--- config.mk ---
export PLATFORM = sky130hd
export DESIGN_NAME = reg_stack_arbiter
export DESIGN_NICKNAME = d
export VERILOG_FILES = /design/src/rtl/reg_stack_arbiter.sv
export SDC_FILE = /design/constraint.sdc
export NUM_CORES = 1
export LEC_CHECK = 0
export ABC_AREA = 1
export BUFFER_PORTS_ARGS = -buffer_cell sky130_fd_sc_hd__buf_2
export CAP_MARGIN = 20
export CORE_ASPECT_RATIO = 0.6
export CORE_MARGIN = 4
export CORE_UTILIZATION = 47
export CTS_BUF_LIST = sky130_fd_sc_hd__clkbuf_16
export DETAILED_ROUTE_END_ITERATION = 8
export PLACE_DENSITY = 0.8
export RECOVER_POWER = 100
export SYNTH_ARGS = -nofsm -noshare
export SYNTH_HDL_FRONTEND = slang
export SYNTH_SLANG_ARGS = --single-unit
export TNS_END_PERCENT = 1
--- constraint.sdc ---
create_clock -name CLK -period 1.2 [get_ports CLK]
set_input_delay 0.18 -clock CLK [delete_from_list [all_inputs] [get_ports CLK]]
set_output_delay 0.18 -clock CLK [all_outputs]
set_load 0.1 [all_outputs]
--- src/rtl/reg_stack_arbiter.sv ---
// rtl/reg_stack_arbiter.sv - two-requester access arbiter for the 32x32 register stack port
// Optional feature macro: REG_ARB_ROUND_ROBIN_EN (defined: round-robin, undefined: requester 0 priority).
// Each access runs IDLE -> ACCESS -> ACK; all outputs are registered.
module reg_stack_arbiter #(
  parameter int ADDR_W = 5,
  parameter int DATA_W = 32
) (
  input  logic              CLK,
  input  logic              Reset,
  input  logic              Req_0,
  input  logic              Req_1,
  input  logic              Wr_0,
  input  logic              Wr_1,
  input  logic [ADDR_W-1:0] Addr_0,
  input  logic [ADDR_W-1:0] Addr_1,
  input  logic [DATA_W-1:0] Data_0,
  input  logic [DATA_W-1:0] Data_1,
  output logic              Ack_0,
  output logic              Ack_1,
  output logic [DATA_W-1:0] R_Data_0,
  output logic [DATA_W-1:0] R_Data_1,
  output logic              Write_Reg,
  output logic [ADDR_W-1:0] W_Addr,
  output logic [DATA_W-1:0] W_Data,
  output logic [ADDR_W-1:0] R_Addr_A,
  input  logic [DATA_W-1:0] R_Data_A,
  output logic              Busy,
  output logic              Last_Grant
);

  typedef enum logic [1:0] {
    IDLE   = 2'd0,
    ACCESS = 2'd1,
    ACK    = 2'd2
  } state_t;

  state_t              state_q, state_d;
  logic                sel_q, sel_d;
  logic                wr_q, wr_d;
  logic [ADDR_W-1:0]   addr_q, addr_d;
  logic [DATA_W-1:0]   data_q, data_d;
  logic                write_reg_q, write_reg_d;
  logic                ack0_q, ack0_d;
  logic                ack1_q, ack1_d;
  logic [DATA_W-1:0]   rdata0_q, rdata0_d;
  logic [DATA_W-1:0]   rdata1_q, rdata1_d;
  logic                busy_q, busy_d;
  logic                last_grant_q, last_grant_d;
  logic                win;

  // Arbitration: pick the requester served when leaving IDLE.
  always_comb begin
    win = 1'b0;
`ifdef REG_ARB_ROUND_ROBIN_EN
    if (Req_0 && Req_1) begin
      win = ~last_grant_q;
    end else begin
      win = Req_1;
    end
`else
    win = ~Req_0;
`endif
  end

  // Next-state and next-output computation for the three-state transaction.
  always_comb begin
    state_d      = state_q;
    sel_d        = sel_q;
    wr_d         = wr_q;
    addr_d       = addr_q;
    data_d       = data_q;
    write_reg_d  = 1'b0;
    ack0_d       = 1'b0;
    ack1_d       = 1'b0;
    rdata0_d     = rdata0_q;
    rdata1_d     = rdata1_q;
    busy_d       = busy_q;
    last_grant_d = last_grant_q;
    case (state_q)
      IDLE: begin
        busy_d = 1'b0;
        if (Req_0 || Req_1) begin
          sel_d       = win;
          wr_d        = win ? Wr_1 : Wr_0;
          addr_d      = win ? Addr_1 : Addr_0;
          data_d      = win ? Data_1 : Data_0;
          write_reg_d = win ? Wr_1 : Wr_0;
          busy_d      = 1'b1;
          state_d     = ACCESS;
        end
      end
      ACCESS: begin
        if (!wr_q && !sel_q) rdata0_d = R_Data_A;
        if (!wr_q && sel_q)  rdata1_d = R_Data_A;
        ack0_d       = ~sel_q;
        ack1_d       = sel_q;
        last_grant_d = sel_q;
        busy_d       = 1'b1;
        state_d      = ACK;
      end
      ACK: begin
        busy_d  = 1'b0;
        state_d = IDLE;
      end
      default: begin
        busy_d  = 1'b0;
        state_d = IDLE;
      end
    endcase
  end

  // State and output registers; reset aborts any access in flight.
  always_ff @(posedge CLK or negedge Reset) begin
    if (!Reset) begin
      state_q      <= IDLE;
      sel_q        <= 1'b0;
      wr_q         <= 1'b0;
      addr_q       <= '0;
      data_q       <= '0;
      write_reg_q  <= 1'b0;
      ack0_q       <= 1'b0;
      ack1_q       <= 1'b0;
      rdata0_q     <= '0;
      rdata1_q     <= '0;
      busy_q       <= 1'b0;
      last_grant_q <= 1'b0;
    end else begin
      state_q      <= state_d;
      sel_q        <= sel_d;
      wr_q         <= wr_d;
      addr_q       <= addr_d;
      data_q       <= data_d;
      write_reg_q  <= write_reg_d;
      ack0_q       <= ack0_d;
      ack1_q       <= ack1_d;
      rdata0_q     <= rdata0_d;
      rdata1_q     <= rdata1_d;
      busy_q       <= busy_d;
      last_grant_q <= last_grant_d;
    end
  end

  assign Ack_0      = ack0_q;
  assign Ack_1      = ack1_q;
  assign R_Data_0   = rdata0_q;
  assign R_Data_1   = rdata1_q;
  assign Write_Reg  = write_reg_q;
  assign W_Addr     = addr_q;
  assign R_Addr_A   = addr_q;
  assign W_Data     = data_q;
  assign Busy       = busy_q;
  assign Last_Grant = last_grant_q;

endmodule

; Word-level counts from Yosys, hierarchy flattened
; Cells that the tools add are included.
[classes]
eq_ne = 2
muxes = 11
n_bitwise = 2
reduce_logical = 9
[op_table]
columns = op, n
row1 = $mux 32, 1
row2 = $mux 1, 6
row3 = $reduce_and 2->1, 3
row4 = $mux 5, 1
row5 = $pmux 2 s2, 1
row6 = $eq 2x1->1 const B, 1
row7 = $logic_and 1x1->1, 2
row8 = $logic_not 1->1, 2
row9 = $logic_not 2->1, 1
row10 = $mux 2, 1
row11 = $ne 2x2->1 const B, 1
row12 = $not 1->1, 2
row13 = $pmux 1 s2, 1
row14 = $logic_or 1x1->1, 1
[totals]
regBits = 110
input_bits = 112
output_inout_bits = 111
word_cells = 36

; Longest topological paths before layout
[depth]
depth_word = 3
ltp_mapped = 7

; Worst setup path before layout
; Ideal clock, no wire load.
[synth_path]
kind = register -> output
startpoint = reg addr_q[0], in the netlist R_Addr_A[0]
endpoint = out W_Addr[0]
arrival_ns = 1.340
required_time_ns = 1.020
path_slack_ns = -0.320
path_stages_with_launch = 2
path_buffers = 1
path_cell_list = dfrtp_1 -> buf_4
[synth_rtl]
columns = item, line_no
row1 = "start, declared", 40  ; logic [ADDR_W-1:0] addr_q, addr_d;
row2 = "start signal, assigned", 131  ; addr_q <= addr_d;
row3 = "end, declared", 23  ; output logic [ADDR_W-1:0] W_Addr,
; No word-level cell between the ends.

; Worst setup path in the final report
[layout_path]
startpoint = reg addr_q[0], in the netlist R_Addr_A[0]
endpoint = out R_Addr_A[0]
[layout_rtl]
columns = item, line_no
row1 = "end, declared", 25  ; output logic [ADDR_W-1:0] R_Addr_A,
; No word-level cell between the ends.

==> results.sh <==
export IMPL_drt_first_iter_violations=327
export IMPL_cts_buffers=9
export IMPL_required_ns=1.02
export IMPL_setup_slack_ns=-0.0206
export IMPL_coreArea_sq_mm=0.00995
export IMPL_mostFrequentLayoutCells="nand2_1, buf_12, buf_2, dfrtp_1, nand3_1"
export IMPL_die_area_sq_mm=0.0120
export IMPL_syn_inst=596
export IMPL_grt_overflow=0
export IMPL_grt_pass1_wl_microns=24400
export IMPL_fin_crit_ns=1.22
export IMPL_fill_cells=575
export IMPL_dp_cells=930
export IMPL_slowest_stage="dfrtp_4"
export IMPL_synth_warnings=0
export IMPL_syn_nets=708
export IMPL_ios=223
export IMPL_die_w_microns=139
export IMPL_area_growth_synth_to_final_pct=66.8
export IMPL_rsz0062_at_grt="true"
export IMPL_crit_path_end_kind="output port"
export IMPL_syn_avg_cell_area_sq_um=8.13
export IMPL_synth_top_area_share=0.568
export IMPL_hpwl_microns=11700
export IMPL_rows=28
export IMPL_track_usage=0.251
export IMPL_antennaDiodeCount=0
export IMPL_hold_violations=0
export IMPL_root_buffer="clkbuf_16"
export IMPL_fmax_mhz=819
export IMPL_hold_path_class="in2reg"
export IMPL_critPathArrivalTime_ns=1.04
export IMPL_cap_violations=0
export IMPL_grt_pass1_vias=4860
export IMPL_maxSlewViolCount=0
export IMPL_drive_gt1_frac=0.351
export IMPL_status="finished, violations left"
export IMPL_violations="setup timing"
export IMPL_relSlewSlack=0.738
export IMPL_ant_nets=0
export IMPL_yosysTopAreaCell="dfrtp_1"
export IMPL_seq_area_frac_synth=0.568
export IMPL_ys_ff_latch=110
export IMPL_setup_viol=2
export IMPL_cp_start_kind="flop"
export IMPL_grt_max_degree=39
export IMPL_vias_per_cell=5.04
export IMPL_netlist_area_sq_mm=0.00484
export IMPL_start_util=0.487
export IMPL_max_clock_path_buffers=2
export IMPL_die_height_microns=86.6
export IMPL_yosysUniqueCellTypes=15
export IMPL_cts_tree="built"
export IMPL_cts_setup_buffers=0
export IMPL_antenna_found_initial=0
export IMPL_clkLatencyLatePin_ns=0.35
export IMPL_slowest_delay_ns=0.52
export IMPL_drtPass1Iterations=5
export IMPL_routedWlPerCell_microns=16.3
export IMPL_crit_family="flip-flops"
export IMPL_route_detailed_drc=0
export IMPL_gp_congestion=0.789
export IMPL_layout_nets=920
export IMPL_cts_sinks=110
export IMPL_final_common_cell="nand2_1"
export IMPL_port_buffers=222
export IMPL_min_period_over_period=1.02
export IMPL_path_cells="buf_12"
export IMPL_worst_clock_skew_ns=0.0133
export IMPL_path_clk_slew_ns=0.07
export IMPL_critPathKind="reg2out"
export IMPL_num_vias=4779
export IMPL_yosys_top_cells_area="dfrtp_1, nand2_1, nand3_1, buf_4, nand2_2"
export IMPL_routed_wl_microns=15500
export IMPL_crit_fanout=3
export IMPL_stdcell_count=948
export IMPL_path_buf_inv=1
export IMPL_worst_pin_slew_ns=0.393
export IMPL_htreeDepth=3
## path summary, 6_finish.rpt
check / start / to / slack (ns) / cells past startpoint
max in group asynchronous: Reset / R_Addr_A[4] / 0.16 / 3
min in group asynchronous: Reset / W_Data[3] / 0.27 / 2
worst max register to register: state_q[0] / W_Data[7] / 0.01 / 6
worst max-delay path: R_Addr_A[0] / R_Addr_A[0] / -0.02 / 1
worst min register to register: R_Data_1[27] / R_Data_1[27] / 0.54 / 2
worst min-delay path: R_Data_A[27] / R_Data_0[27] / 0.08 / 3
## stage by stage
| step | hold WS [ns] | util | TNS, ns | cell area (sq um) | worst slack (ns) |
|---|---|---|---|---|---|
| after global placement | 0.0582 | 0.783 | 0 | 7790 | 0.0601 |
| after global routing | 0.0843 | 0.812 | -1.30 | 8080 | -0.0485 |
| final | 0.0814 | 0.812 | -0.0390 | 8080 | -0.0206 |
| after CTS | 0.0711 | 0.813 | -0.0603 | 8090 | -0.0310 |
| after detailed placement | 0.0615 | 0.783 | 0 | 7790 | 0.00221 |
| after floorplan | -0.116 | - | -0.105 | 4850 | -0.0263 |
## Yosys cell counts
cell / n
clkbuf_1: 2
nor2_4: 2
nor2_2: 2
dfrtp_1: 110
buf_2: 16
nand2_1: 352
nor2_1: 5
nand3_1: 65
inv_2: 4
buf_4: 19
buf_8: 1
nand2_2: 13
inv_1: 2
nor2_8: 1
buf_6: 2
## layout make-up
type                            instances  area [sq um]  area share
Timing Repair Buffer                  241          3030       0.375
Clock buffer                            9           225      0.0279
Clock inverter                          7          58.8     0.00728
Inverter                                6          22.5     0.00279
Sequential cell                       110          2770       0.342
Tap cell                              135           169      0.0209
Multi-Input combinational cell        440          1810       0.224
## registers in the layout (all words and copies together), names as in the netlist, 2 cells and up
register	flops
W_Data	32
R_Data_0	32
R_Data_1	32
state_q	2
R_Addr_A	5
## worst min-delay path: stages
cell and delay (ns):
buf_2 0.09, nand3_1 0.06, nand2_1 0.06
## kinds of logic (layout without fill, tap and decap cells)
group / Yosys count / count (layout) / synth area share
buffers and inverters: 46 / 263 / 0.0599
flip-flops: 110 / 110 / 0.568
AND/OR/NAND/NOR: 440 / 440 / 0.372
## layer usage
metal  share of wire  global-route usage  vias to the layer above
li1                -                   -                     2255
met1            0.38               0.299                     2274
met2            0.53               0.457                      232
met3           0.081              0.0728                       18
met4           0.014              0.0622                        0
met5               0                   0                        -
## timing repair
action | 4_1_cts | 5_1_grt
endpoints found under the hold margin | 95 | 0
resized for setup | 2 | 5
hold buffers | 1 | 0
pin swaps | 0 | 1
cloned | 0 | 1
endpoints found under the setup margin | 7 | 76
Power is not shown: default switching activity piles up to over one toggle a cycle in this logic, so the estimate is an artifact.
